$ cat config.mk
export PLATFORM = sky130hd
export DESIGN_NAME = reg_dump_reader
export DESIGN_NICKNAME = d
export VERILOG_FILES = /design/src/rtl/reg_dump_pkg.sv /design/src/rtl/reg_dump_reader.sv
export SDC_FILE = /design/constraint.sdc
export NUM_CORES = 1
export LEC_CHECK = 0
export ABC_CLOCK_PERIOD_IN_PS = 2050
export BUFFER_PORTS_ARGS = -buffer_cell sky130_fd_sc_hd__buf_2
export CAP_MARGIN = 20
export CORE_UTILIZATION = 45
export DETAILED_ROUTE_END_ITERATION = 10
export GPL_TIMING_DRIVEN = 0
export PLACE_DENSITY = 0.76
export SETUP_SLACK_MARGIN = 0.05
export SLEW_MARGIN = 25
export SYNTH_ARGS = -nofsm -noshare
export SYNTH_HDL_FRONTEND = slang
export SYNTH_SLANG_ARGS = --single-unit
$ cat constraint.sdc
create_clock -name iClk -period 2.05 [get_ports iClk]
set_clock_uncertainty 0.1 [all_clocks]
set_input_delay 0.615 -clock iClk [delete_from_list [all_inputs] [get_ports iClk]]
set_output_delay 0.615 -clock iClk [all_outputs]
set_load 0.02 [all_outputs]
$ cat src/rtl/reg_dump_pkg.sv
// Shared types and default widths for the register-dump streamer.
// Imported by the reader core and its stream interface.
package reg_dump_pkg;

  localparam int DEF_DATA_W = 32;
  localparam int DEF_ADDR_W = 5;

  typedef enum logic [1:0] {
    IDLE  = 2'd0,
    FETCH = 2'd1,
    SEND  = 2'd2,
    DONE  = 2'd3
  } state_t;

endpackage

$ cat src/rtl/reg_dump_reader.sv
// Walks a register index range (with wrap) and streams each word
// as a snapshot over a valid/ready handshake.
module reg_dump_reader
  import reg_dump_pkg::*;
#(
  parameter int DATA_W = DEF_DATA_W,
  parameter int ADDR_W = DEF_ADDR_W
) (
  input  logic              iClk,
  input  logic              iReset_n,
  input  logic              iStart,
  input  logic              iAbort,
  input  logic [ADDR_W-1:0] iFirst,
  input  logic [ADDR_W-1:0] iLast,
  output logic [ADDR_W-1:0] oRaddr,
  input  logic [DATA_W-1:0] iRdata,
  output logic              oValid,
  input  logic              iReady,
  output logic [DATA_W-1:0] oData,
  output logic [ADDR_W-1:0] oAddr,
  output logic              oLast,
  output logic              oBusy,
  output logic              oDone
);

  state_t            r_state;
  state_t            w_state_n;
  logic [ADDR_W-1:0] r_ptr;
  logic [ADDR_W-1:0] w_ptr_n;
  logic [ADDR_W-1:0] r_end;
  logic [ADDR_W-1:0] w_end_n;
  logic [ADDR_W-1:0] r_addr;
  logic [ADDR_W-1:0] w_addr_n;
  logic [DATA_W-1:0] r_data;
  logic [DATA_W-1:0] w_data_n;
  logic              r_last;
  logic              w_last_n;

  always_ff @(posedge iClk or negedge iReset_n) begin
    if (!iReset_n) begin
      r_state <= IDLE;
      r_ptr   <= '0;
      r_end   <= '0;
      r_addr  <= '0;
      r_data  <= '0;
      r_last  <= 1'b0;
    end else begin
      r_state <= w_state_n;
      r_ptr   <= w_ptr_n;
      r_end   <= w_end_n;
      r_addr  <= w_addr_n;
      r_data  <= w_data_n;
      r_last  <= w_last_n;
    end
  end

  always_comb begin
    w_state_n = r_state;
    w_ptr_n   = r_ptr;
    w_end_n   = r_end;
    w_addr_n  = r_addr;
    w_data_n  = r_data;
    w_last_n  = r_last;
    unique case (r_state)
      IDLE: begin
        if (iStart) begin
          w_ptr_n   = iFirst;
          w_end_n   = iLast;
          w_state_n = FETCH;
        end
      end
      FETCH: begin
        if (iAbort) begin
          w_state_n = IDLE;
        end else begin
          w_data_n  = iRdata;
          w_addr_n  = r_ptr;
          w_last_n  = (r_ptr == r_end);
          w_state_n = SEND;
        end
      end
      SEND: begin
        // abort wins over a handshake in the same cycle
        if (iAbort) begin
          w_state_n = IDLE;
        end else if (iReady) begin
          if (r_last) begin
            w_state_n = DONE;
          end else begin
            w_ptr_n   = ADDR_W'(r_ptr + 1'b1);
            w_state_n = FETCH;
          end
        end
      end
      DONE: begin
        w_state_n = IDLE;
      end
      default: begin
        w_state_n = IDLE;
      end
    endcase
  end

  assign oRaddr = r_ptr;
  assign oData  = r_data;
  assign oAddr  = r_addr;
  assign oLast  = r_last;
  assign oValid = (r_state == SEND);
  assign oBusy  = (r_state != IDLE);
  assign oDone  = (r_state == DONE);

endmodule
After elaboration in Yosys (flattened, before gate mapping)

Index checks and enable logic that the tools add are counted.

Register bits after elaboration: 50
Bits of input ports: 47
Output and inout port bits: 46
Word-level logic and storage cells: 35

Add/subtract/negate cells: 1
Eq/ne operators: 9
Mux-type cells: 11
Bitwise operators: 1
Reductions and logical operators: 7

Operator list:

| kind                                                                    | count |
|---|---|
| 5-bit two-way mux                                                       | 4 |
| 2-bit two-way mux                                                       | 5 |
| 5-bit one-hot mux with 2 select lines                                   | 1 |
| 2-bit one-hot mux with 4 select lines                                   | 1 |
| 2-bit inequality test, second input constant                            | 3 |
| 2-bit AND reduction                                                     | 3 |
| 5-bit by 1-bit adder with 5-bit output, second input constant           | 1 |
| 5-bit equality test                                                     | 1 |
| 5-bit AND reduction                                                     | 1 |
| 2-bit equality test, second input constant                              | 2 |
| 2-bit nonzero test                                                      | 2 |
| 3-bit by 2-bit inequality test with 1-bit output, second input constant | 1 |
| 2-bit by 1-bit equality test with 1-bit output, second input constant   | 1 |
| 2-bit zero test                                                         | 1 |
| 2-bit by 1-bit inequality test with 1-bit output, second input constant | 1 |
| 1-bit inverter                                                          | 1 |

Logic depth before layout (Yosys ltp)

Gate-level depths: netlist of the first run.

Word-level depth: 5
Depth in mapped cells: 6
Mapped depth without buffers: 4

Worst setup path before layout of the first run

No wires, ideal clock.

Path kind: input to register
Start point: input port iAbort
End point: register r_data[10] (netlist: oData[10])
Setup time: 0.125 ns
Arrival time: 1.416 ns
Data required time: 1.825 ns
Slack: 0.408 ns
Stages on the path: 4
Buffers on the path: 2
Cell sequence: nor3b_4 buf_6 buf_8 mux2_4

Word-level cells in the longest chain between the ends: 2

Ends and longest elaborated chain:

| item                          | RTL line              | text |
|---|---|---|
| start, declared               | reg_dump_reader.sv:12 | `input logic iAbort,` |
| 1-bit inverter (no line)      | -                     |  |
| 2-bit AND reduction (no line) | -                     |  |
| end signal, assigned          | reg_dump_reader.sv:52 | `r_data <= w_data_n;` |
| end, declared                 | reg_dump_reader.sv:34 | `logic [DATA_W-1:0] r_data;` |

No other way between the ends.
A chain may end at the register's enable or synchronous reset.

Final worst setup path of the first run

Start point: register r_state[1]
End point: output port oBusy

Word-level cells in the longest chain between the ends: 1

Ends and longest elaborated chain:

| item                   | RTL line               | text |
|---|---|---|
| start, declared        | reg_dump_reader.sv:26  | `state_t r_state;` |
| start signal, assigned | reg_dump_reader.sv:48  | `r_state <= w_state_n;` |
| 2-bit nonzero test     | reg_dump_reader.sv:109 | `assign oBusy = (r_state != IDLE);` |
| end, declared          | reg_dump_reader.sv:22  | `output logic oBusy,` |

No other way between the ends.

==> results.cfg, run 1 <==
[pwr]
p_leak_nw = 1.41
peakVddDrop_mv = 0.647
seqPwrFrac_pct = 42.2
sw_frac_of_total_pct = 37.2
powerDensity_nw_per_um2 = 1330
switchingPower_mw = 1.43
pwr-share-comb_pct = 42.7
clockPowerShare_pct = 15.1
internal_power_mw = 2.42

[floorplan]
start_util_pct = 46.7
core-area_um2 = 4690
die_w_um = 71.8
fp.dieH_um = 71.8
ios = 93
num_rows = 25
dieArea_um2 = 5150

[sta]
hold_viol = 0
maxSlewViolCount = 0
worst_pin_slew_ns = 0.612
setup_tns_ns = 0
max_freq_mhz = 510
timing.hold.ws_ns = 0.223
relSlewSlack_pct = 59.2
rsz0062_at_grt = false
finalCritPeriodShare_pct = 95.7
setup_viol = 0
min_period_ns = 1.96

[synthesis]
yosysMostFrequentCell = dfrtp_1
yosysTopAreaCellShare_pct = 57.1
synth.yosys.seq_area_share_pct = 57.1
syn_inst = 149
synth_edf_count = 0
synth_cell_type_count = 30
yosys_warnings = 0
synth_area_um2 = 2190
ys_top_cells_by_count = 50 x dfrtp_1, 37 x mux2_2, 8 x mux2_4, 7 x inv_1, 5 x xnor2_1
async_flop_share_pct = 100
syn_nets = 197
ys_seq_elements = 50
synthFlopType = dfrtp_1
yosys.area.top_type = dfrtp_1
yosys-top-cells-area = dfrtp_1 57%, mux2_2 19%, mux2_4 5.5%
syn_avg_cell_area_um2 = 14.7

[cts]
htreeDepth = 2
cts_hold_buf = 0
cts-root-buf = clkbuf_8
cts.path.max_buffers = 2
clk_pin_slew_ns = 0.09
clkLatencyLatePin_ns = 0.30
cts_buffers = 5
clkSinkCount = 50
cts_tree = yes

[grt]
grt_pass1_wl_um = 6450
grt_use_total_pct = 16.5
grt_max_degree = 51
grt_pass1_vias = 1412
antenna_found_initial = 0
grt-ovfl-total = 0

[drt]
drt-pass1-iter-count = 4
vias_per_cell = 5.08
wire_per_inst_um = 13.8
drc = 0
routed_wirelength_um = 4280
drtIter0Drc = 47
vias = 1581
ant_nets = 0

[layout]
syn_to_final_growth_pct = 31.8
nets = 304
n_antenna_cell = 0
drive_above_1_share_pct = 63.8

[worst_setup_path]
worstSetupPathType = flop to primary output
crit_chain = buf_6 -> or2_2 -> buf_4
cp.arrival_ns = 1.25
critical-path-top-delay-family = flip-flops
timing.critical_path.buf_inv = 2
max_stage_delay_ns = 0.40
end_kind = primary output
r2r_cells = 6
cp_max_fo = 6
crit_required_ns = 1.33
r2r-start = r_state[1]
reg2reg_slack_ns = 0.28
regToRegEndpoint = oData[13]
slowest_stage = dfrtp_1
worstSetupStartpointType = flop

[placement]
gp_routability_congestion = 0.852
hpwl_um = 3050
portBuffers = 92

[hold_path]
worst_hold_path_type = primary input to async pin

[run_status]
status = complete, no violations

[flow_run]
maxCapViolations = 0
[layer usage]
layer / track usage (%) / routed length, um / part of all wire [%]
met1: 20.1 / 1870 / 44
met3: 5.06 / 284 / 6.6
met5: 0 / 0 / 0
met2: 27.5 / 2040 / 48
met4: 6.75 / 84 / 2.0
[placed cells by master, fill, tap and decap left out, drive strengths merged, types with 2 or more instances in the layout]
master	instances
nand2	2
or2	2
xnor2	5
nor4bb	2
a21oi	2
buf	107
nand2b	2
inv	7
a32oi	2
nor3b	2
mux2	45
o22ai	2
nor2b	3
dfrtp	50
o211ai	2
clkbuf	7
nand3	4
and2	2
[sequential cells by signal (all words and copies together), names as in the netlist]
signal,cells
oData,32
oAddr,5
oRaddr,5
r_end,5
r_state,2
oLast,1
[timing repair]
item                       in CTS  in global routing
buffers inserted                0                  8
setup endpoints to repair       2                  2
gates resized for setup         5                  1
[worst reg2reg max path: cells and delay by family, from the launching register on]
kind | cells | cell delay [ns]
buf+inv | 4 | 0.62
flops | 1 | 0.40
mux | 1 | 0.31
simple gates | 1 | 0.24
[worst max-delay path by stage]
stage                     slack (ns)        from   endpoint  cells past startpoint
after floorplan                 0.41      iAbort  oData[10]                      4
after global placement          0.17      iAbort  oData[11]                      5
after detailed placement        0.17      iAbort  oData[11]                      5
after CTS                       0.06  r_state[0]      oBusy                      3
after global routing            0.05  r_state[0]      oBusy                      3
final                           0.09  r_state[1]      oBusy                      3
[cell type report]
class                      instances  area (um2)
buffer                             7        71.3
sequential                        50        1250
fill                             359        1810
inverter                           7        26.3
multi-input combinational         85         851
tap                               54        67.6
timing repair buffer             100         528
clock inverter                     1        5.00
clock buffer                       7        86.3
[metrics by stage]
stage / instances / setup slack [ns] / utilization (%) / instance area, um2 / total power, mW
3_3_place_gp: 295 / 0.169 / 57.9 / 2720 / 3.22
4_1_cts: 303 / 0.0562 / 60.2 / 2830 / 3.86
3_5_place_dp: 295 / 0.172 / 58.0 / 2720 / 3.26
2_1_floorplan: 149 / 0.408 / - / 2190 / 2.70
6_report: 311 / 0.0885 / 61.5 / 2890 / 3.85
5_1_grt: 311 / 0.0500 / 61.5 / 2890 / 4.08
[power groups by stage]
stage	sequential, mW	clock, mW	combinational, mW
finish	1.63	0.581	1.65
global route	1.68	0.640	1.76
CTS	1.63	0.600	1.63
detailed placement	1.65	0	1.62
global placement	1.64	0	1.59
floorplan	2.07	0	0.631
[cells by family (layout without fill, tap and decap cells)]
| group | Yosys count | in the layout | synth area share (%) |
|---|---|---|---|
| adders and majority gates | 1 | 1 | 0.571 |
| buffers and inverters | 14 | 122 | 4.00 |
| and+or+nand+nor | 22 | 22 | 7.66 |
| muxes | 45 | 45 | 24.5 |
| xor gates and xnor gates | 5 | 5 | 2.00 |
| AOI/OAI and AO/OA | 12 | 12 | 4.11 |
| DFF | 50 | 50 | 57.1 |
(Power assumes the default switching activity.)
==> run 2, diff against run 1 <==
Settings changed: PLACE_DENSITY 0.76 to unset, PLACE_DENSITY_LB_ADDON set to 0.1.
==> results.cfg, run 2 (synthesized netlist as in run 1, its figures left out) <==
[worst_setup_path]
worstSetupStartpointType = flop
crit_required_ns = 1.33
end_kind = primary output
cp_max_fo = 9
r2r_cells = 6
cp.arrival_ns = 1.24
worstSetupPathType = flop to primary output

[cts]
cts_tree = yes
clk_pin_slew_ns = 0.08
cts.path.max_buffers = 2
cts-root-buf = clkbuf_8
htreeDepth = 2
clkSinkCount = 50
cts_buffers = 5
clkLatencyLatePin_ns = 0.29
cts_hold_buf = 0

[sta]
min_period_ns = 1.95
rsz0062_at_grt = true
max_freq_mhz = 512
setup_tns_ns = 0
relSlewSlack_pct = 58.6
maxSlewViolCount = 0
finalCritPeriodShare_pct = 95.4
hold_viol = 0
timing.hold.ws_ns = 0.238
worst_pin_slew_ns = 0.620
setup_slack_ns = 0.0951
setup_viol = 0

[pwr]
total_power_mw = 3.76
pwr-share-comb_pct = 42.9
clockPowerShare_pct = 13.8
sw_frac_of_total_pct = 37.1
powerDensity_nw_per_um2 = 1320
internal_power_mw = 2.37
switchingPower_mw = 1.40
peakVddDrop_mv = 0.618
seqPwrFrac_pct = 43.3
p_leak_nw = 1.38

[layout]
n_antenna_cell = 0
final_cell_area_um2 = 2840
nets = 299
layout_common_cells = 89 x buf_2, 50 x dfrtp_1, 37 x mux2_2, 8 x buf_4, 8 x mux2_4
largest_reg_flops = 32
fin_util_pct = 60.5
final_common_cell = buf_2
stdcell_count = 305
syn_to_final_growth_pct = 29.7
drive_above_1_share_pct = 62.9
multi_input_area_um2 = 853
seqCellArea_um2 = 1250
num-fill-cells = 394

[grt]
grt_pass1_vias = 1470
antenna_found_initial = 0
grt_max_degree = 51
grt_use_total_pct = 16.8
grt-ovfl-total = 0
grt_pass1_wl_um = 6660

[placement]
hpwl_um = 2970
dp_cells = 295
dpl_cell_area_um2 = 2720
gp_routability_congestion = 0.769
place_ws_ns = 0.163
portBuffers = 92

[floorplan]
dieArea_um2 = 5150
start_util_pct = 46.7
num_rows = 25
die_w_um = 71.8
core-area_um2 = 4690
fp.dieH_um = 71.8
ios = 93

[drt]
vias = 1537
wire_per_inst_um = 13.5
drtIter0Drc = 69
vias_per_cell = 5.04
drc = 0
routed_wirelength_um = 4110
ant_nets = 0
drt-pass1-iter-count = 6

[flow_run]
maxCapViolations = 0

[hold_path]
worst_hold_path_type = primary input to async pin

[run_status]
status = complete, no violations
## run 2: timing repair
action                     CTS  global route
setup buffers                0             3
setup endpoints to repair    2             2
resized for setup            5             3
## run 2: final timing paths
check / start / end / slack [ns]
max reg2reg: r_state[1] / oData[15] / 0.27
max in group asynchronous: iReset_n / oData[28] / 1.20
min reg2reg: oData[7] / oData[7] / 0.40
min: iReset_n / oData[11] / 0.24
max: r_state[0] / oBusy / 0.1
min in group iClk: oData[7] / oData[7] / 0.40
## run 2: area by class of cell
type	count	share of cell area (%)
clock buffer	7	2.69
buffer	7	2.51
sequential	50	44.1
inverter	7	0.925
multi-input combinational	85	30.0
timing repair buffer	95	17.4
tap	54	2.38
## run 2: power groups by stage
stage	clock [mW]	combinational (mW)	sequential, mW
6_report	0.521	1.61	1.63
4_1_cts	0.551	1.62	1.63
2_1_floorplan	0	0.631	2.07
3_3_place_gp	0	1.59	1.63
5_1_grt	0.580	1.73	1.68
3_5_place_dp	0	1.60	1.65
## run 2: worst max-delay path: stages, from the launching register on
cell and delay, ns:
dfrtp_1 0.38, buf_6 0.14, or2_2 0.30, buf_6 0.14
## run 2: metal layers
metal	GRT usage, %	up-vias	share of wire, %
li1	-	729	-
met1	20.1	744	45
met4	6.54	0	0.61
met2	28.0	62	47
met3	5.63	2	7.6
met5	0	-	0
